### config.mk
export PLATFORM = sky130hd
export DESIGN_NAME = ksa_multiword_seq
export DESIGN_NICKNAME = d
export VERILOG_FILES = /design/src/rtl/ksa_multiword_seq_pkg.sv /design/src/rtl/ksa_multiword_seq_ksa.sv /design/src/rtl/ksa_multiword_seq.sv
export SDC_FILE = /design/constraint.sdc
export NUM_CORES = 1
export LEC_CHECK = 0
export ABC_AREA = 1
export CAP_MARGIN = 20
export CORE_MARGIN = 2
export CORE_UTILIZATION = 57
export DETAILED_ROUTE_END_ITERATION = 10
export GPL_ROUTABILITY_DRIVEN = 0
export PLACE_DENSITY = 0.86
export SLEW_MARGIN = 20
export SYNTH_ARGS = -nofsm -noshare
export SYNTH_HDL_FRONTEND = slang
export SYNTH_HIERARCHICAL = 1
export SYNTH_SLANG_ARGS = --single-unit
### constraint.sdc
create_clock -name clk -period 7.32 [get_ports clk]
set_clock_uncertainty 0.15 [all_clocks]
set_input_delay 1.464 -clock clk [delete_from_list [all_inputs] [get_ports clk]]
set_output_delay 1.464 -clock clk [all_outputs]
set_load 0.02 [all_outputs]
### src/rtl/ksa_multiword_seq_pkg.sv
// Shared constants and FSM encoding for the sequential multi-word adder.
package ksa_multiword_seq_pkg;

  localparam int SLICE_W = 8;

  typedef enum logic [1:0] {
    IDLE = 2'd0,
    BUSY = 2'd1,
    DONE = 2'd2
  } state_t;

endpackage

### src/rtl/ksa_multiword_seq_ksa.sv
// 8-bit Kogge-Stone adder: log2 prefix tree over generate/propagate pairs.
module KSA
  import ksa_multiword_seq_pkg::*;
(
  input  logic [SLICE_W-1:0] A,
  input  logic [SLICE_W-1:0] B,
  input  logic               Cin,
  output logic [SLICE_W-1:0] Sum,
  output logic               Cout
);

  localparam int LVL = $clog2(SLICE_W);

  logic [SLICE_W-1:0] g_cur, p_cur, g_nxt, p_nxt;
  logic [SLICE_W:0]   carry;

  always_comb begin
    g_cur = A & B;
    p_cur = A ^ B;
    g_nxt = '0;
    p_nxt = '0;
    for (int l = 0; l < LVL; l++) begin
      for (int i = 0; i < SLICE_W; i++) begin
        if (i >= (1 << l)) begin
          g_nxt[i] = g_cur[i] | (p_cur[i] & g_cur[i - (1 << l)]);
          p_nxt[i] = p_cur[i] & p_cur[i - (1 << l)];
        end else begin
          g_nxt[i] = g_cur[i];
          p_nxt[i] = p_cur[i];
        end
      end
      g_cur = g_nxt;
      p_cur = p_nxt;
    end
    // Group (g,p) over bits [i:0] folds in the slice carry-in.
    carry[0] = Cin;
    for (int i = 0; i < SLICE_W; i++) begin
      carry[i+1] = g_cur[i] | (p_cur[i] & Cin);
    end
  end

  assign Sum  = (A ^ B) ^ carry[SLICE_W-1:0];
  assign Cout = carry[SLICE_W];

endmodule

### src/rtl/ksa_multiword_seq.sv
// Multi-word add/subtract: one 8-bit KSA slice per clock, LSB first, carry kept in a register.
module ksa_multiword_seq
  import ksa_multiword_seq_pkg::*;
#(
  parameter int WORDS = 4
) (
  input  logic                       clk,
  input  logic                       rst_n,
  input  logic                       in_valid,
  output logic                       in_ready,
  input  logic [SLICE_W*WORDS-1:0]   A,
  input  logic [SLICE_W*WORDS-1:0]   B,
  input  logic                       Cin,
  input  logic                       sub,
  output logic                       out_valid,
  input  logic                       out_ready,
  output logic [SLICE_W*WORDS-1:0]   Sum,
  output logic                       Cout,
  output logic                       Ovf
);

  localparam int W     = SLICE_W * WORDS;
  localparam int IDX_W = $clog2(WORDS);
  localparam logic [IDX_W-1:0] LAST_IDX = IDX_W'(WORDS - 1);

  // Handshakes: a transfer happens on a rising edge where valid && ready; valid
  // never depends on ready, and in_ready only follows out_ready while in DONE.

  state_t           state, state_n;
  logic [W-1:0]     a_q, b_q;
  logic             carry_q;
  logic [IDX_W-1:0] idx;
  logic [SLICE_W-1:0] a_slice, b_slice, ksa_sum;
  logic             ksa_cout;
  logic             accept, last;

  assign accept = in_valid && in_ready;
  assign last   = (idx == LAST_IDX);

  always_ff @(posedge clk or negedge rst_n) begin
    if (!rst_n) state <= IDLE;
    else        state <= state_n;
  end

  always_comb begin
    state_n = state;
    unique case (state)
      IDLE:    if (accept) state_n = BUSY;
      BUSY:    if (last) state_n = DONE;
      DONE:    if (out_ready) state_n = in_valid ? BUSY : IDLE;
      default: state_n = IDLE;
    endcase
  end

  always_comb begin
    in_ready  = 1'b0;
    out_valid = 1'b0;
    unique case (state)
      IDLE:    in_ready = 1'b1;
      DONE: begin
        out_valid = 1'b1;
        in_ready  = out_ready;
      end
      default: ;
    endcase
  end

  assign a_slice = a_q[idx*SLICE_W +: SLICE_W];
  assign b_slice = b_q[idx*SLICE_W +: SLICE_W];

  KSA u_ksa (
    .A    (a_slice),
    .B    (b_slice),
    .Cin  (carry_q),
    .Sum  (ksa_sum),
    .Cout (ksa_cout)
  );

  always_ff @(posedge clk or negedge rst_n) begin
    if (!rst_n) begin
      a_q     <= '0;
      b_q     <= '0;
      carry_q <= 1'b0;
      idx     <= '0;
      Sum     <= '0;
      Cout    <= 1'b0;
      Ovf     <= 1'b0;
    end else if (accept) begin
      a_q     <= A;
      b_q     <= sub ? ~B : B;
      carry_q <= sub ? 1'b1 : Cin;
      idx     <= '0;
      Sum     <= '0;
    end else if (state == BUSY) begin
      Sum[idx*SLICE_W +: SLICE_W] <= ksa_sum;
      carry_q <= ksa_cout;
      if (last) begin
        Cout <= ksa_cout;
        // b_q already holds the inverted operand when subtracting.
        Ovf  <= (a_q[W-1] == b_q[W-1]) && (ksa_sum[SLICE_W-1] != a_q[W-1]);
      end else begin
        idx <= idx + 1'b1;
      end
    end
  end

endmodule

==> metrics.md <==
| Metric | Value |
|---|---|
| Outcome | completed |
| LEAKAGE | 3.34 nW |
| First-pass GRT wire length | roughly 22000 um |
| Yosys warnings | 6 |
| CTS tree | done |
| Net Count, Synth | 805 |
| Clock tree sinks | 103 |
| Setup Buffers After CTS | 0 |
| Cts repair resizes | 0 |
| Synthesis-to-layout area growth | 21.3% |
| Crit start category | primary input |
| Critical R2R Launch | idx[1]$_DFFE_PN0P_ |
| Hold WS | 0.327 ns |
| Root Buffer | clkbuf_8 |
| Antenna Cells | 0 |
| Worst setup EP type | output pin |
| Cells taking the most area after synthesis | dfrtp_1, nand2_1, nand3_1 |
| Post-synthesis cell area | 5600 um^2 |
| Finished Core Util | 0.705 |
| Vias per std cell | 5.38 |
| Final Hold Viols | 0 |
| Via count | 5049 |
| Top-count cell post-synth | nand2_1 |
| Finished Cell Area | 6790 um^2 |
| IO Port Bufs | around 110 |
| Total Routing Usage GR | 0.266 |
| RR Endpoint | Sum[27]$_DFFE_PN0P_ |
| WP data required | 5.71 ns |
| Detailed Routing Iterations Pass 1 | 5 |
| RSZ-0062 raised after global routing | no |
| Core area | 9640 um^2 |
| Post-synth top area share | 0.460 |
| Post-synth EDFFs | 0 |
| Synth Instances | 720 |
| #FFs+latches synth | 103 |
| Seq/Total Area, Yosys | 0.460 |
| Final Cycle Share | 0.591 |
| Nets | 885 |
| Final setup vio count | 0 |
| Post-synth top area cell | dfrtp_1 |
| Starting DRT DRC Count | 359 |
| WL final | 13300 um |
| Layout cell share with drive strength beyond 1 | 0.0385 |
| Worst-path clk slew | approximately 0.090 ns |
| Max cap viols | 0 |
| CP Data Arrival Time | 2.71 ns |
| Drt drc | 0 |
| Setup TNS | 0 ns |
| Transition time at the pin with the least slew margin | 0.880 ns |
| Post-synth top cells | nand2_1, dfrtp_1, nand3_1 |
| Io pins | roughly 110 |
| Hold path start | a_q[10]$_DFFE_PN0P_ |
| Worst Reg-to-Reg Cells | 13 |
| Internal reg-to-reg setup slack | 3.89 ns |
| Row cnt | 36 |
| H-tree levels | 3 |
| Critical path fanouts, max | 2 |
| Power Dens Cells | roughly 470 nW/um^2 |
| Final Slew Violations | 0 |
| Hold/Removal Path Class | flip-flop to flip-flop |
| Hold depth | 2 |
| Hold EP | a_q[10]$_DFFE_PN0P_ |
| GRT overflow | 0 |
| Worst-case clock buffer depth | 2 |
| WS Path Type | primary input to output pin |
| Die H | ~100 um |
| Slew margin rel. | 0.413 |
| Fraction of registers with async set/reset | 1.00 |
| Initial antenna violation count | 0 |
| Min Tclk post-route | 4.33 ns |
| Clk_lat worst skew | 0.37 ns |
| Synth unique cells | 28 |
| Post-route ant nets | 0 |
| Wire per inst | 14.1 um |
| Vias in the first global route | 4842 |
| Placement Cell Area | roughly 6600 um^2 |
| Average cell area after synthesis | 7.78 um^2 |
| Initial Util | 0.581 |
| CTS Hold Bufs | 0 |
| DIE AREA | 10600 um^2 |
| Max IR drop VDD | 0.222 mV |
| Largest net degree at the start of global routing | 89 |
| Total CTS buffers | 9 |
| Die width | 103 um |
| Synth Flop Type | dfrtp_1 |
| Dpl hpwl | roughly 9600 um |
| FMAX | roughly 0.23 GHz |
| Fill count | between 700 and 800 |
[report_power, final]
part / leakage (nW) / switching, mW / internal (mW)
combinational: 1.93 / 1.26 / 0.664
sequential: 1.31 / 0.159 / 0.809
clock: 0.0870 / 0.199 / 0.135
total: 3.34 / 1.62 / 1.61
[sequential cells by signal (all words and copies together) (netlist names)]
register  count
idx           2
state         2
Cout          1
Ovf           1
carry_q       1
Sum          32
a_q          32
b_q          32
[worst max path at each step]
stage	cells past startpoint	to	slack, ns	from
floorplan	2	in_ready	3.86	out_ready
global placement	4	in_ready	3.01	out_ready
detailed placement	4	in_ready	2.98	out_ready
CTS	4	in_ready	2.98	out_ready
global route	4	in_ready	2.93	out_ready
finish	4	in_ready	2.99	out_ready
[cell usage in the layout (no fill, tap or decap), types with 2 or more instances in the layout]
cell type        netlist  layout
clkbuf_8               0      10
o21ai_0               59      59
dfrtp_1              103     103
nand2_1              218     218
buf_4                  2       4
o22ai_1               16      16
inv_1                 55      55
ha_1                  14      14
xnor2_1               34      34
clkbuf_1              15       2
xor2_1                 3       3
a21oi_1               17      17
clkinv_1               2       2
nand2_2                6       6
a21oi_2                2       2
nand3b_1               2       2
nor2_1                52      52
nor3_1                 9       9
nand3_1               77      77
o21ai_1                6       6
clkdlybuf4s50_1        0     103
[worst max-delay path, cell delays in order]
cell	delay [ns]
clkdlybuf4s50_1	0.45
inv_1	0.05
a21oi_1	0.12
clkdlybuf4s50_1	0.63
[kinds of logic after synthesis]
group / count (synthesis) / synth area share
fa+ha+maj: 15 / 0.0349
compound gates: 101 / 0.0956
flops: 103 / 0.460
simple gates: 367 / 0.274
buf+inv: 97 / 0.0775
xor+xnor: 37 / 0.0579
[per-layer routing]
| layer | vias to the layer above | track usage | routed length (um) |
|---|---|---|---|
| li1 | 2457 | - | - |
| met1 | 2364 | 0.342 | 5490 |
| met2 | 201 | 0.454 | 6670 |
| met3 | 27 | 0.0420 | 787 |
| met4 | 0 | 0.100 | 316 |
| met5 | - | 0 | 0 |
[stage by stage]
| step | instances | worst slack, ns | total power, mW |
|---|---|---|---|
| after floorplan | 720 | 3.86 | 2.31 |
| after global placement | 922 | 3.01 | 2.76 |
| after detailed placement | 922 | 2.98 | 2.85 |
| after CTS | 938 | 2.98 | 3.19 |
| after global routing | 938 | 2.93 | 3.51 |
| final | 938 | 2.99 | 3.22 |
[area by class of cell]
cell class                 instances  area [um^2]  area share
clock buffer                      12          145      0.0214
clock inverter                     4         30.0     0.00442
inverter                          58          218      0.0321
multi-input combinational        520         2590       0.381
sequential                       103         2580       0.380
tap                              133          166      0.0245
timing repair buffer             108         1070       0.157
Power figures use the tool's default switching activity.
